==> config.mk <==
export PLATFORM = sky130hd
export DESIGN_NAME = target_sequencer
export DESIGN_NICKNAME = d
export VERILOG_FILES = /design/src/rtl/target_sequencer.sv
export SDC_FILE = /design/constraint.sdc
export NUM_CORES = 1
export LEC_CHECK = 0
export ABC_CLOCK_PERIOD_IN_PS = 1900
export CORE_ASPECT_RATIO = 1.2
export CORE_MARGIN = 2
export CORE_UTILIZATION = 57
export DETAILED_ROUTE_END_ITERATION = 8
export DONT_BUFFER_PORTS = 1
export PLACE_DENSITY = 0.78
export REMOVE_ABC_BUFFERS = 1
export SLEW_MARGIN = 20
export SYNTH_ARGS = -nofsm -noshare
export SYNTH_HDL_FRONTEND = slang
export SYNTH_SLANG_ARGS = --single-unit
==> constraint.sdc <==
create_clock -name clk -period 1.9 [get_ports clk]
set_input_delay 0.19 -clock clk [delete_from_list [all_inputs] [get_ports clk]]
set_output_delay 0.19 -clock clk [all_outputs]
set_load 0.02 [all_outputs]
==> src/rtl/target_sequencer.sv <==
// ---------------------------------------------------------------------------
// target_sequencer
// Game controller for the reflex trainer. Runs a game of ROUNDS targets:
// each round spawns a 40x40 ball at a pseudo-random position, times the
// player's reaction until a hit (or a timeout miss), then hides the ball for
// an inter-round gap. Results go to the HUD / seven-segment logic.
//
// Ports:
//   clk        in   25 MHz pixel clock
//   rst_n      in   asynchronous active-low reset
//   start_btn  in   single-cycle start pulse (debounced upstream)
//   hit        in   single-cycle pulse, pointer click landed on the ball
//   start      out  game active (SPAWN / ACTIVE / GAP)
//   ballX      out  [9:0] target left edge in pixels
//   ballY      out  [9:0] target top edge in pixels
//   ball_on    out  ball visible (ACTIVE)
//   score      out  [7:0] hits this game
//   misses     out  [7:0] timeouts this game
//   react_ms   out  [9:0] reaction time of the most recent hit in ms
//   round_idx  out  [7:0] current round, 0-based
//   game_over  out  high in DONE
// ---------------------------------------------------------------------------
module target_sequencer #(
    parameter int          CLK_PER_MS = 25000,
    parameter int          TIMEOUT_MS = 1000,
    parameter int          GAP_MS     = 500,
    parameter int          ROUNDS     = 20,
    parameter int          BALL_SIZE  = 40,
    parameter int          H_MAX      = 640,
    parameter int          V_MAX      = 480,
    parameter logic [15:0] LFSR_SEED  = 16'hACE1
) (
    input  logic       clk,
    input  logic       rst_n,
    input  logic       start_btn,
    input  logic       hit,
    output logic       start,
    output logic [9:0] ballX,
    output logic [9:0] ballY,
    output logic       ball_on,
    output logic [7:0] score,
    output logic [7:0] misses,
    output logic [9:0] react_ms,
    output logic [7:0] round_idx,
    output logic       game_over
);

    localparam logic [2:0] S_IDLE   = 3'd0;
    localparam logic [2:0] S_SPAWN  = 3'd1;
    localparam logic [2:0] S_ACTIVE = 3'd2;
    localparam logic [2:0] S_GAP    = 3'd3;
    localparam logic [2:0] S_DONE   = 3'd4;

    localparam int PW = (CLK_PER_MS > 1) ? $clog2(CLK_PER_MS) : 1;

    localparam logic [9:0] X_SPAN = 10'(H_MAX - BALL_SIZE);
    localparam logic [9:0] Y_SPAN = 10'(V_MAX - BALL_SIZE);

    logic [2:0]    r_state;
    logic [15:0]   r_lfsr;
    logic [PW-1:0] r_presc;
    logic [9:0]    r_msCnt;
    logic [9:0]    r_ballX;
    logic [9:0]    r_ballY;
    logic [7:0]    r_score;
    logic [7:0]    r_misses;
    logic [9:0]    r_react;
    logic [7:0]    r_round;

    logic [2:0]    w_nextState;
    logic          w_stateChange;
    logic          w_tick;
    logic          w_timeout;
    logic          w_gapDone;
    logic          w_newGame;
    logic [7:0]    w_roundNext;
    logic [9:0]    w_xr;
    logic [9:0]    w_yr;
    logic [9:0]    w_spawnX;
    logic [9:0]    w_spawnY;

    assign w_tick      = (r_presc == PW'(CLK_PER_MS - 1));
    assign w_roundNext = r_round + 8'd1;
    assign w_newGame   = ((r_state == S_IDLE) || (r_state == S_DONE)) && start_btn;

    // Timeout and gap end fire on the tick that carries the ms counter up to
    // its limit, so a target is visible for exactly TIMEOUT_MS full ms and a
    // hit on that same cycle still reads TIMEOUT_MS-1 completed ms.
    assign w_timeout = (r_state == S_ACTIVE) && w_tick && (r_msCnt == 10'(TIMEOUT_MS - 1));
    assign w_gapDone = (r_state == S_GAP) && w_tick && (r_msCnt == 10'(GAP_MS - 1));

    // Folding the raw LFSR bits into the visible area with a single
    // subtraction is enough because the raw range is less than twice the span.
    assign w_xr     = r_lfsr[9:0];
    assign w_yr     = {1'b0, r_lfsr[15:7]};
    assign w_spawnX = (w_xr >= X_SPAN) ? (w_xr - X_SPAN) : w_xr;
    assign w_spawnY = (w_yr >= Y_SPAN) ? (w_yr - Y_SPAN) : w_yr;

    // Next-state decode; a hit takes priority over a coincident timeout.
    always_comb begin
        w_nextState = r_state;
        case (r_state)
            S_IDLE:   if (start_btn) w_nextState = S_SPAWN;
            S_SPAWN:  w_nextState = S_ACTIVE;
            S_ACTIVE: if (hit || w_timeout) w_nextState = S_GAP;
            S_GAP:    if (w_gapDone) w_nextState = (w_roundNext == 8'(ROUNDS)) ? S_DONE : S_SPAWN;
            S_DONE:   if (start_btn) w_nextState = S_SPAWN;
            default:  w_nextState = S_IDLE;
        endcase
    end

    assign w_stateChange = (w_nextState != r_state);

    always_ff @(posedge clk or negedge rst_n) begin
        if (!rst_n) begin
            r_state <= S_IDLE;
        end else begin
            r_state <= w_nextState;
        end
    end

    // Free-running Galois LFSR; it steps every cycle so the player's timing
    // decides which value is sampled at the next spawn.
    always_ff @(posedge clk or negedge rst_n) begin
        if (!rst_n) begin
            r_lfsr <= LFSR_SEED;
        end else begin
            r_lfsr <= r_lfsr[0] ? ({1'b0, r_lfsr[15:1]} ^ 16'hB400) : {1'b0, r_lfsr[15:1]};
        end
    end

    // Prescaler and ms counter restart on every state entry so each state
    // starts with a full first millisecond.
    always_ff @(posedge clk or negedge rst_n) begin
        if (!rst_n) begin
            r_presc <= '0;
            r_msCnt <= '0;
        end else if (w_stateChange) begin
            r_presc <= '0;
            r_msCnt <= '0;
        end else begin
            r_presc <= w_tick ? '0 : r_presc + 1'b1;
            if (w_tick) begin
                r_msCnt <= r_msCnt + 10'd1;
            end
        end
    end

    // Game bookkeeping: position latch, score/miss counting, round advance.
    always_ff @(posedge clk or negedge rst_n) begin
        if (!rst_n) begin
            r_ballX  <= '0;
            r_ballY  <= '0;
            r_score  <= '0;
            r_misses <= '0;
            r_react  <= '0;
            r_round  <= '0;
        end else begin
            if (w_newGame) begin
                r_score  <= '0;
                r_misses <= '0;
                r_react  <= '0;
                r_round  <= '0;
            end
            if (r_state == S_SPAWN) begin
                r_ballX <= w_spawnX;
                r_ballY <= w_spawnY;
            end
            if (r_state == S_ACTIVE) begin
                if (hit) begin
                    r_score <= r_score + 8'd1;
                    r_react <= r_msCnt;
                end else if (w_timeout) begin
                    r_misses <= r_misses + 8'd1;
                end
            end
            if (w_gapDone) begin
                r_round <= w_roundNext;
            end
        end
    end

    assign start     = (r_state == S_SPAWN) || (r_state == S_ACTIVE) || (r_state == S_GAP);
    assign ball_on   = (r_state == S_ACTIVE);
    assign game_over = (r_state == S_DONE);
    assign ballX     = r_ballX;
    assign ballY     = r_ballY;
    assign score     = r_score;
    assign misses    = r_misses;
    assign react_ms  = r_react;
    assign round_idx = r_round;

endmodule
# Yosys cells after proc, flatten, opt, wreduce, memory -nomap -nowiden
# Index checks and enable logic that the tools add are counted.
word_totals:
  reg_bits: 98
  inputBits: 4
  out_inout_bits: 57
  word_cells: 66
classes:
  n_bitwise: 1
  n_lt_le_gt_ge: 2
  n_addsub: 7
  muxes: 24
  eq_ne: 9
  n_reduce_logical: 13
ops:
  columns: ["operator", "count"]
  rows:
  - ["8-bit two-way mux", 9]
  - ["10-bit two-way mux", 7]
  - ["15-bit two-way mux", 2]
  - ["8-bit by 1-bit adder with 8-bit output (second input constant)", 3]
  - ["16-bit two-way mux", 1]
  - ["15-bit by 1-bit adder with 15-bit output (second input constant)", 1]
  - ["15-bit equality test (second input constant)", 1]
  - ["3-bit two-way mux", 4]
  - ["3-bit case mux with 4 select lines", 1]
  - ["10-bit by 1-bit adder with 10-bit output (second input constant)", 1]
  - ["10-bit equality test (second input constant)", 1]
  - ["10-bit by 9-bit equality test with 1-bit output (second input constant)", 1]
  - ["10-bit >= comparator (second input constant)", 1]
  - ["10-bit subtractor (second input constant)", 1]
  - ["9-bit by 9-bit subtractor with 10-bit output (second input constant)", 1]
  - ["9-bit >= comparator (second input constant)", 1]
  - ["8-bit by 5-bit equality test with 1-bit output (second input constant)", 1]
  - ["3-bit by 2-bit equality test with 1-bit output (second input constant)", 2]
  - ["1-bit logical AND", 5]
  - ["1-bit logical OR", 4]
  - ["3-bit NOT with 4-bit output", 1]
  - ["2-bit nonzero test", 2]
  - ["3-bit by 1-bit equality test with 1-bit output (second input constant)", 1]
  - ["3-bit equality test (second input constant)", 1]
  - ["3 further kinds", 3]

# Longest topological paths before layout
# Gate-level depths: netlist of run 1.
depth:
  ltp_word: 8
  mapped_depth: 7
  depth_no_buf: 6

# Least setup slack after synthesis of run 1
# OpenSTA, ideal clock, no wires.
synth_timing:
  path_kind: "register -> register"
  from: "register r_presc[3]"
  to: "register r_misses[3] (netlist: misses[3])"
  t_arrival_ns: 1.918
  synth_period_minus_slack_ns: 2.054
  setup_ns: 0.136
  path_slack_ns: -0.154
  stages_incl_launch_ff: 7
  path_buffers: 1
  t_required_ns: 1.764
  cell_sequence: "dfrtp_1 or4b_1 nor4_4 and3_1 buf_4 nand4_1 mux2i_1"
synth_between:
  elab_chain_len: 6
synth_rtl:
  columns: ["item", "line_no", "rtl"]
  rows:
  - ["start: declaration", "61", "logic [PW-1:0] r_presc;"]
  - ["start signal: assignment", "142", "r_presc <= w_tick ? '0 : r_presc + 1'b1;"]
  - ["15-bit equality test", "82", "assign w_tick = (r_presc == PW'(CLK_PER_MS - 1));"]
  - ["1-bit logical AND (2 in series)", "89", "assign w_timeout = (r_state == S_ACTIVE) && w_tick && (r_msCnt == 10'(TIMEOUT_MS - 1));"]
  - ["8-bit two-way mux", "173", "end else if (w_timeout) begin"]
  - ["8-bit two-way mux", "170", "if (hit) begin"]
  - ["8-bit two-way mux", "169", "if (r_state == S_ACTIVE) begin"]
  - ["end signal: assignment", "174", "r_misses <= r_misses + 8'd1;"]
  - ["end: declaration", "66", "logic [7:0] r_misses;"]
# Every way passes these cells.
# A chain may end at the register's enable or synchronous reset.

# Worst setup path in the final report of run 1
layout_timing:
  from: "register r_presc[6]"
  to: "register r_misses[3] (netlist: misses[3])"
# Same word-level chain as after synthesis.

==> metrics, run 1 <==
status=finished with violations; crit-path max FO=8; RSZ-0062 raised after global routing=yes; Reg area=0.00246 sq mm; drt first pass iters=4; Syn Inst Count=460; fillcell total=586; Chip Width=85.6 um; Die Footprint=0.00872 sq mm; pin count of the biggest net entering global routing=99; Final nets=506; Cell Area, Synth=0.00455 sq mm; Reg2Reg Depth=5; failing checks=hold timing, setup timing; via count=3445; post-DP HPWL=6.29 mm; CP required=2.15 ns; EDFF count, synth=0; Top Ports=61; GR Util All Layers=22.4%; layout cells sized above 1=17.0%; post-synthesis sequential area ratio=54.1%; area grow syn2layout=14.1%; Distinct cells, synth=49; Clock Tree Buf Depth=2; CTS sink count=98; setup_tns=-0.261 ns; Final Critical Period=1.95 ns; gr ovfl total=0; Finish-stage setup viols=12; CTS root buf=clkbuf_8; routed vias/inst=5.82; Final Skew=0.0129 ns; Power Dens Cells=784 mW/mm^2; max-cap violations=0; routability cong.=0.810; hold slack=-0.498 ns; Final WS setup=-0.0533 ns; Avg Cell Area, Syn=9.89 sq um; Max IR drop VDD=0.000483 V; Final Hold Viols=98; Hold Path Class=in2async; Buf/Inv on CP=0; initial antenna violation count=0; crit path kind=reg2reg; CORE AREA=0.00771 sq mm; crit end category=flop; ys flop type=dfrtp_1; Leakage=2.53 nW; Worst setup SP type=flop; Top delay family on crit path=simple AND/OR/NAND/NOR gates; critical path arrival=2.20 ns; Synth Register Bits=98; final WL=9.17 mm; CTS H-tree lvls=3; Antenna Nets Post-Route=0; multi-input logic area=0.00206 sq mm; # port buffers=0; crit share post-route=103%; worst r2r src=r_presc[6]; slowest stage delay, CP=0.54 ns; CP startpoint=r_presc[6]; ant diodes=0; crit-path cells=or4b_4 -> nor4_4 -> and3_4 -> nand4_1 -> mux2i_1; cell count along the critical path=5; fraction of registers with async set/reset=100%; DRC=0; Starting Density=59.0%; fmax=512 MHz; CTS tree=done; first-pass GRT wire length=15.7 mm; CTS Buf Count=9; clock transition at the registers of the reported paths=0.10 ns; Die Ht=102 um; worst slew pin tran=0.786 ns; DRT iter0 DRCs=135; Ys Warns=0; Row Count=35; clk_lat worst skew=0.37 ns; vias in the first global route=3480; slowest stage cell, crit path=or4b_4; WL/cell=15.5 um; max_slew headroom=47.4%; Max Slew Vio Count=0
-- final cells by class --
class                      instances  share of cell area, %
timing repair buffer              42                   6.36
sequential                        98                   47.4
multi-input combinational        339                   39.7
inverter                           5                  0.362
clock buffer                       9                   2.39
tap                               92                   2.22
clock inverter                     7                   1.57
-- per-stage QoR --
step / instance area [sq um] / power (mW) / setup WS (ns) / util [%] / instances
after detailed placement: 4880 / 2.70 / -0.126 / 63.4 / 573
final: 5190 / 4.07 / -0.0533 / 67.3 / 592
after floorplan: 4480 / 2.56 / -0.204 / - / 442
after global placement: 4880 / 2.68 / -0.0747 / 63.4 / 573
after CTS: 5130 / 4.08 / -0.0901 / 66.6 / 592
after global routing: 5190 / 4.25 / -0.156 / 67.3 / 592
-- what timing repair did --
item	4_1_cts	5_1_grt
pin swaps	5	11
resized for setup	7	13
endpoints found under the setup margin	29	43
hold endpoints to repair	98	98
gates cloned	1	0
buffers inserted	3	2
-- per-layer routing --
metal | track usage [%] | wire length (um) | vias to the layer above
li1 | - | - | 1670
met1 | 26.9 | 3830 | 1701
met2 | 40.1 | 4810 | 61
met3 | 4.28 | 369 | 13
met4 | 8.67 | 163 | 0
met5 | 0 | 0 | -
-- cells by family after synthesis --
| kind of cell | synth area share, % |
|---|---|
| and+or+nand+nor | 25.9 |
| AOI/OAI and AO/OA | 7.62 |
| xor gates and xnor gates | 5.97 |
| buffers and inverters | 2.03 |
| adders and majority gates | 1.92 |
| muxes | 2.42 |
| DFF | 54.1 |
-- flip-flops by register name, indices dropped and copies added, names as in the netlist --
name	count
r_lfsr	16
r_presc	15
r_msCnt	10
score	8
ballX	10
round_idx	8
r_state	3
misses	8
react_ms	10
ballY	10
-- path summary, 6_finish.rpt --
| path | slack (ns) | end |
|---|---|---|
| max | -0.05 | misses[3] |
| min | -0.50 | misses[4] |
| max reg2reg | -0.05 | misses[3] |
| min reg2reg | 0.37 | r_lfsr[1] |
| max in group asynchronous | 2.19 | r_lfsr[0] |
| min in group clk | 0.03 | score[7] |
-- synth_stat cells (3+ instances only) --
master | count | area share, %
a21oi_1 | 8 | 0.88
a31o_2 | 3 | 0.58
a31oi_1 | 4 | 0.55
and2_1 | 8 | 1.1
and3_1 | 11 | 1.5
and4_1 | 8 | 1.5
clkbuf_1 | 14 | 1.2
dfrtp_1 | 90 | 49
dfstp_2 | 8 | 4.6
ha_1 | 7 | 1.9
inv_1 | 5 | 0.41
mux2i_1 | 11 | 2.4
nand2_1 | 88 | 7.3
nand2b_1 | 6 | 0.82
nand3_1 | 38 | 4.2
nand4_1 | 10 | 1.4
nor2_1 | 37 | 3.1
nor2b_1 | 4 | 0.55
nor3_1 | 5 | 0.55
o21a_1 | 3 | 0.49
o21ai_0 | 23 | 2.5
o21ai_1 | 4 | 0.44
xnor2_1 | 7 | 1.3
xor2_1 | 24 | 4.6
-- cell usage in the layout, fill, tap and decap left out, types with 3 or more instances in the layout --
master,Yosys,routed
nand3_1,38,35
and2_1,8,8
ha_1,7,7
and3_1,11,10
o21ai_0,23,23
clkbuf_8,0,9
nand2b_1,6,6
dfrtp_1,90,90
nor2b_1,4,4
dfstp_2,8,8
a31oi_1,4,4
a31o_2,3,3
nand4_1,10,10
inv_6,0,4
o21a_1,3,3
nor2_1,37,36
xnor2_1,7,7
nand2_1,88,87
o21ai_1,4,3
buf_6,0,4
mux2i_1,11,11
and4_1,8,8
inv_1,5,5
a21oi_1,8,8
nand3_2,0,3
buf_4,1,38
xor2_1,24,24
nor3_1,5,5
-- where the power goes --
group / total, mW / internal (mW) / switching [mW] / leakage, nW
clock: 1.38 / 0.629 / 0.755 / 0.101
sequential: 2.31 / 2.18 / 0.132 / 1.29
combinational: 0.369 / 0.185 / 0.184 / 1.14
total: 4.07 / 3.00 / 1.07 / 2.53
No activity file was read; power rests on OpenSTA's default activity.
==> run 2: changes to the inputs <==
--- a/config.mk
+++ b/config.mk
@@ -5,7 +5,6 @@
 export SDC_FILE = /design/constraint.sdc
 export NUM_CORES = 1
 export LEC_CHECK = 0
-export ABC_CLOCK_PERIOD_IN_PS = 1900
 export CORE_ASPECT_RATIO = 1.2
 export CORE_MARGIN = 2
 export CORE_UTILIZATION = 57
==> results of run 2 <==
Final layout, timing and power as in run 1 (identical DEF).
==> run 3: changes to the inputs <==
--- a/config.mk
+++ b/config.mk
@@ -7,10 +7,11 @@
 export LEC_CHECK = 0
 export CORE_ASPECT_RATIO = 1.2
 export CORE_MARGIN = 2
-export CORE_UTILIZATION = 57
+export CORE_UTILIZATION = 63
 export DETAILED_ROUTE_END_ITERATION = 8
 export DONT_BUFFER_PORTS = 1
-export PLACE_DENSITY = 0.78
+export MAX_ROUTING_LAYER = met4
+export PLACE_DENSITY = 0.82
 export REMOVE_ABC_BUFFERS = 1
 export SLEW_MARGIN = 20
 export SYNTH_ARGS = -nofsm -noshare
==> constraint.sdc (replaced) <==
create_clock -name clk -period 1.85 [get_ports clk]
set_input_delay 0.185 -clock clk [delete_from_list [all_inputs] [get_ports clk]]
set_output_delay 0.185 -clock clk [all_outputs]
set_load 0.02 [all_outputs]
==> metrics, run 3 (synthesized netlist as in run 1, its figures left out) <==
Top Ports=61 (unchanged); initial antenna violation count=0 (unchanged); Power Dens Cells=771 mW/mm^2 (was 784 mW/mm^2); CTS H-tree lvls=3 (unchanged); layout cells sized above 1=23.4% (was 17.0%); via count=3553 (was 3445); Top reg by flops=r_lfsr (unchanged); commonest cells after routing, fill and taps aside=dfrtp_1 (90), nand2_1 (85), buf_4 (42) (was dfrtp_1 (90), nand2_1 (87), buf_4 (38)); Worst setup SP type=flop (unchanged); crit share post-route=106% (was 103%); status=finished with violations (unchanged); area grow syn2layout=18.3% (was 14.1%); Max IR drop VDD=0.000504 V (was 0.000483 V); clk_lat worst skew=0.37 ns (about the same); # port buffers=0 (unchanged); Final WS setup=-0.116 ns (was -0.0533 ns); GR Util All Layers=27.0% (was 22.4%); total power=4.15 mW (was 4.07 mW); pin count of the biggest net entering global routing=99 (unchanged); routed vias/inst=5.97 (was 5.82); CP required=2.15 ns (about the same); Final Hold Viols=98 (unchanged); hold slack=-0.503 ns (was -0.498 ns); crit path kind=reg2reg (unchanged); CTS sink count=98 (unchanged); Row Count=33 (was 35); R2R Setup Slk=-0.12 ns (was -0.05 ns); RSZ-0062 raised after global routing=yes (unchanged); fin util=77.6% (was 67.3%); final WL=10.1 mm (was 9.17 mm); worst slew pin tran=0.743 ns (was 0.786 ns); Finish-stage setup viols=30 (was 12); post-DP HPWL=6.60 mm (was 6.29 mm); Final nets=514 (was 506); failing checks=hold timing, setup timing (unchanged); Antenna Nets Post-Route=0 (unchanged); Hold Path Class=in2async (unchanged); gr ovfl total=0 (unchanged); DRT iter0 DRCs=248 (was 135); CP startpoint=r_presc[6] (unchanged); Starting Density=65.6% (was 59.0%); CTS Buf Count=9 (unchanged); fmax=509 MHz (was 512 MHz); WL/cell=17.0 um (was 15.5 um); Die Footprint=0.00792 sq mm (was 0.00872 sq mm); routability cong.=0.819 (was 0.810); Clock Tree Buf Depth=2 (unchanged); drt first pass iters=5 (was 4); Chip Width=81.6 um (was 85.6 um); Final Skew=0.0136 ns (was 0.0129 ns); Max Slew Vio Count=0 (unchanged); ant diodes=0 (unchanged); Final Critical Period=1.97 ns (was 1.95 ns); Top Registers=r_lfsr (16), r_presc (15) (unchanged); crit end category=flop (unchanged); max_slew headroom=50.3% (was 47.4%); max-cap violations=0 (unchanged); Die Ht=97.1 um (was 102 um); CTS root buf=clkbuf_8 (unchanged); fillcell total=401 (was 586); Leakage=2.62 nW (was 2.53 nW); clock transition at the registers of the reported paths=0.10 ns (about the same); first-pass GRT wire length=16.4 mm (was 15.7 mm); DRC=0 (unchanged); commonest non-fill, non-tap cell in the layout=dfrtp_1 (unchanged); crit-path max FO=8 (unchanged); max FFs per register=16 (unchanged); CTS tree=done (unchanged); CORE AREA=0.00694 sq mm (was 0.00771 sq mm); worst r2r src=r_presc[6] (unchanged); vias in the first global route=3540 (was 3480); critical path arrival=2.27 ns (was 2.20 ns)
-- run 3: cell types whose count changed in the layout (fill, tap and decap cells not counted), sizes merged --
cell	previous run	this run
buf	42	50
inv	9	8
clkinvlp	1	2
clkinv	1	2
bufinv	1	0
-- run 3: final cells by class --
cell class                 count  area [sq um]  share of cell area [%]
inverter                       5          18.8                   0.349
timing repair buffer          50           405                    7.53
clock buffer                   9           124                    2.30
tap                           87           109                    2.02
clock inverter                 7          61.3                    1.14
multi-input combinational    339          2200                    40.9
sequential                    98          2460                    45.8
-- run 3: stage by stage --
stage	TNS (ns)	area (sq um)	instances	setup WS (ns)	hold WS (ns)
final	-1.50	5380	595	-0.116	-0.503
after global placement	-1.53	4890	570	-0.176	-0.109
after global routing	-4.21	5380	595	-0.197	-0.529
after detailed placement	-2.83	4890	570	-0.209	-0.109
after floorplan	-7.60	4480	442	-0.254	-0.111
after CTS	-2.57	5180	590	-0.159	-0.512
-- run 3: worst paths after layout --
kind	endpoint	depth (start not counted)
worst max-delay path	misses[1]	7
worst min-delay path	misses[5]	0
worst max register to register	misses[1]	7
worst min register to register	r_lfsr[1]	0
max in group asynchronous	r_lfsr[15]	0
min in group clk	r_state[2]	2
-- run 3: metal layers --
metal / up-vias / global-route usage [%] / wire [um]
met5: - / - / 0
met4: 0 / 9.10 / 141
met3: 12 / 6.41 / 428
met2: 73 / 44.5 / 5420
met1: 1788 / 32.3 / 4150
li1: 1680 / - / -
-- run 3: report_power, final --
part | switching [mW] | internal (mW)
clock | 0.803 | 0.512
combinational | 0.228 | 0.230
sequential | 0.133 | 2.24
-- run 3: repair_timing --
action | 4_1_cts | 5_1_grt
buffers inserted | 4 | 7
gates cloned | 1 | 0
setup endpoints to repair | 43 | 43
resized for setup | 18 | 43
hold endpoints to repair | 98 | 98
pin swaps | 7 | 21
-- run 3: worst max-delay path, cell delays in order, from the launching register on --
cell,delay [ns]
dfrtp_1,0.40
or4b_4,0.53
nor4_4,0.32
and3_4,0.32
buf_4,0.13
buf_6,0.10
nand2_4,0.05
o21ai_2,0.05
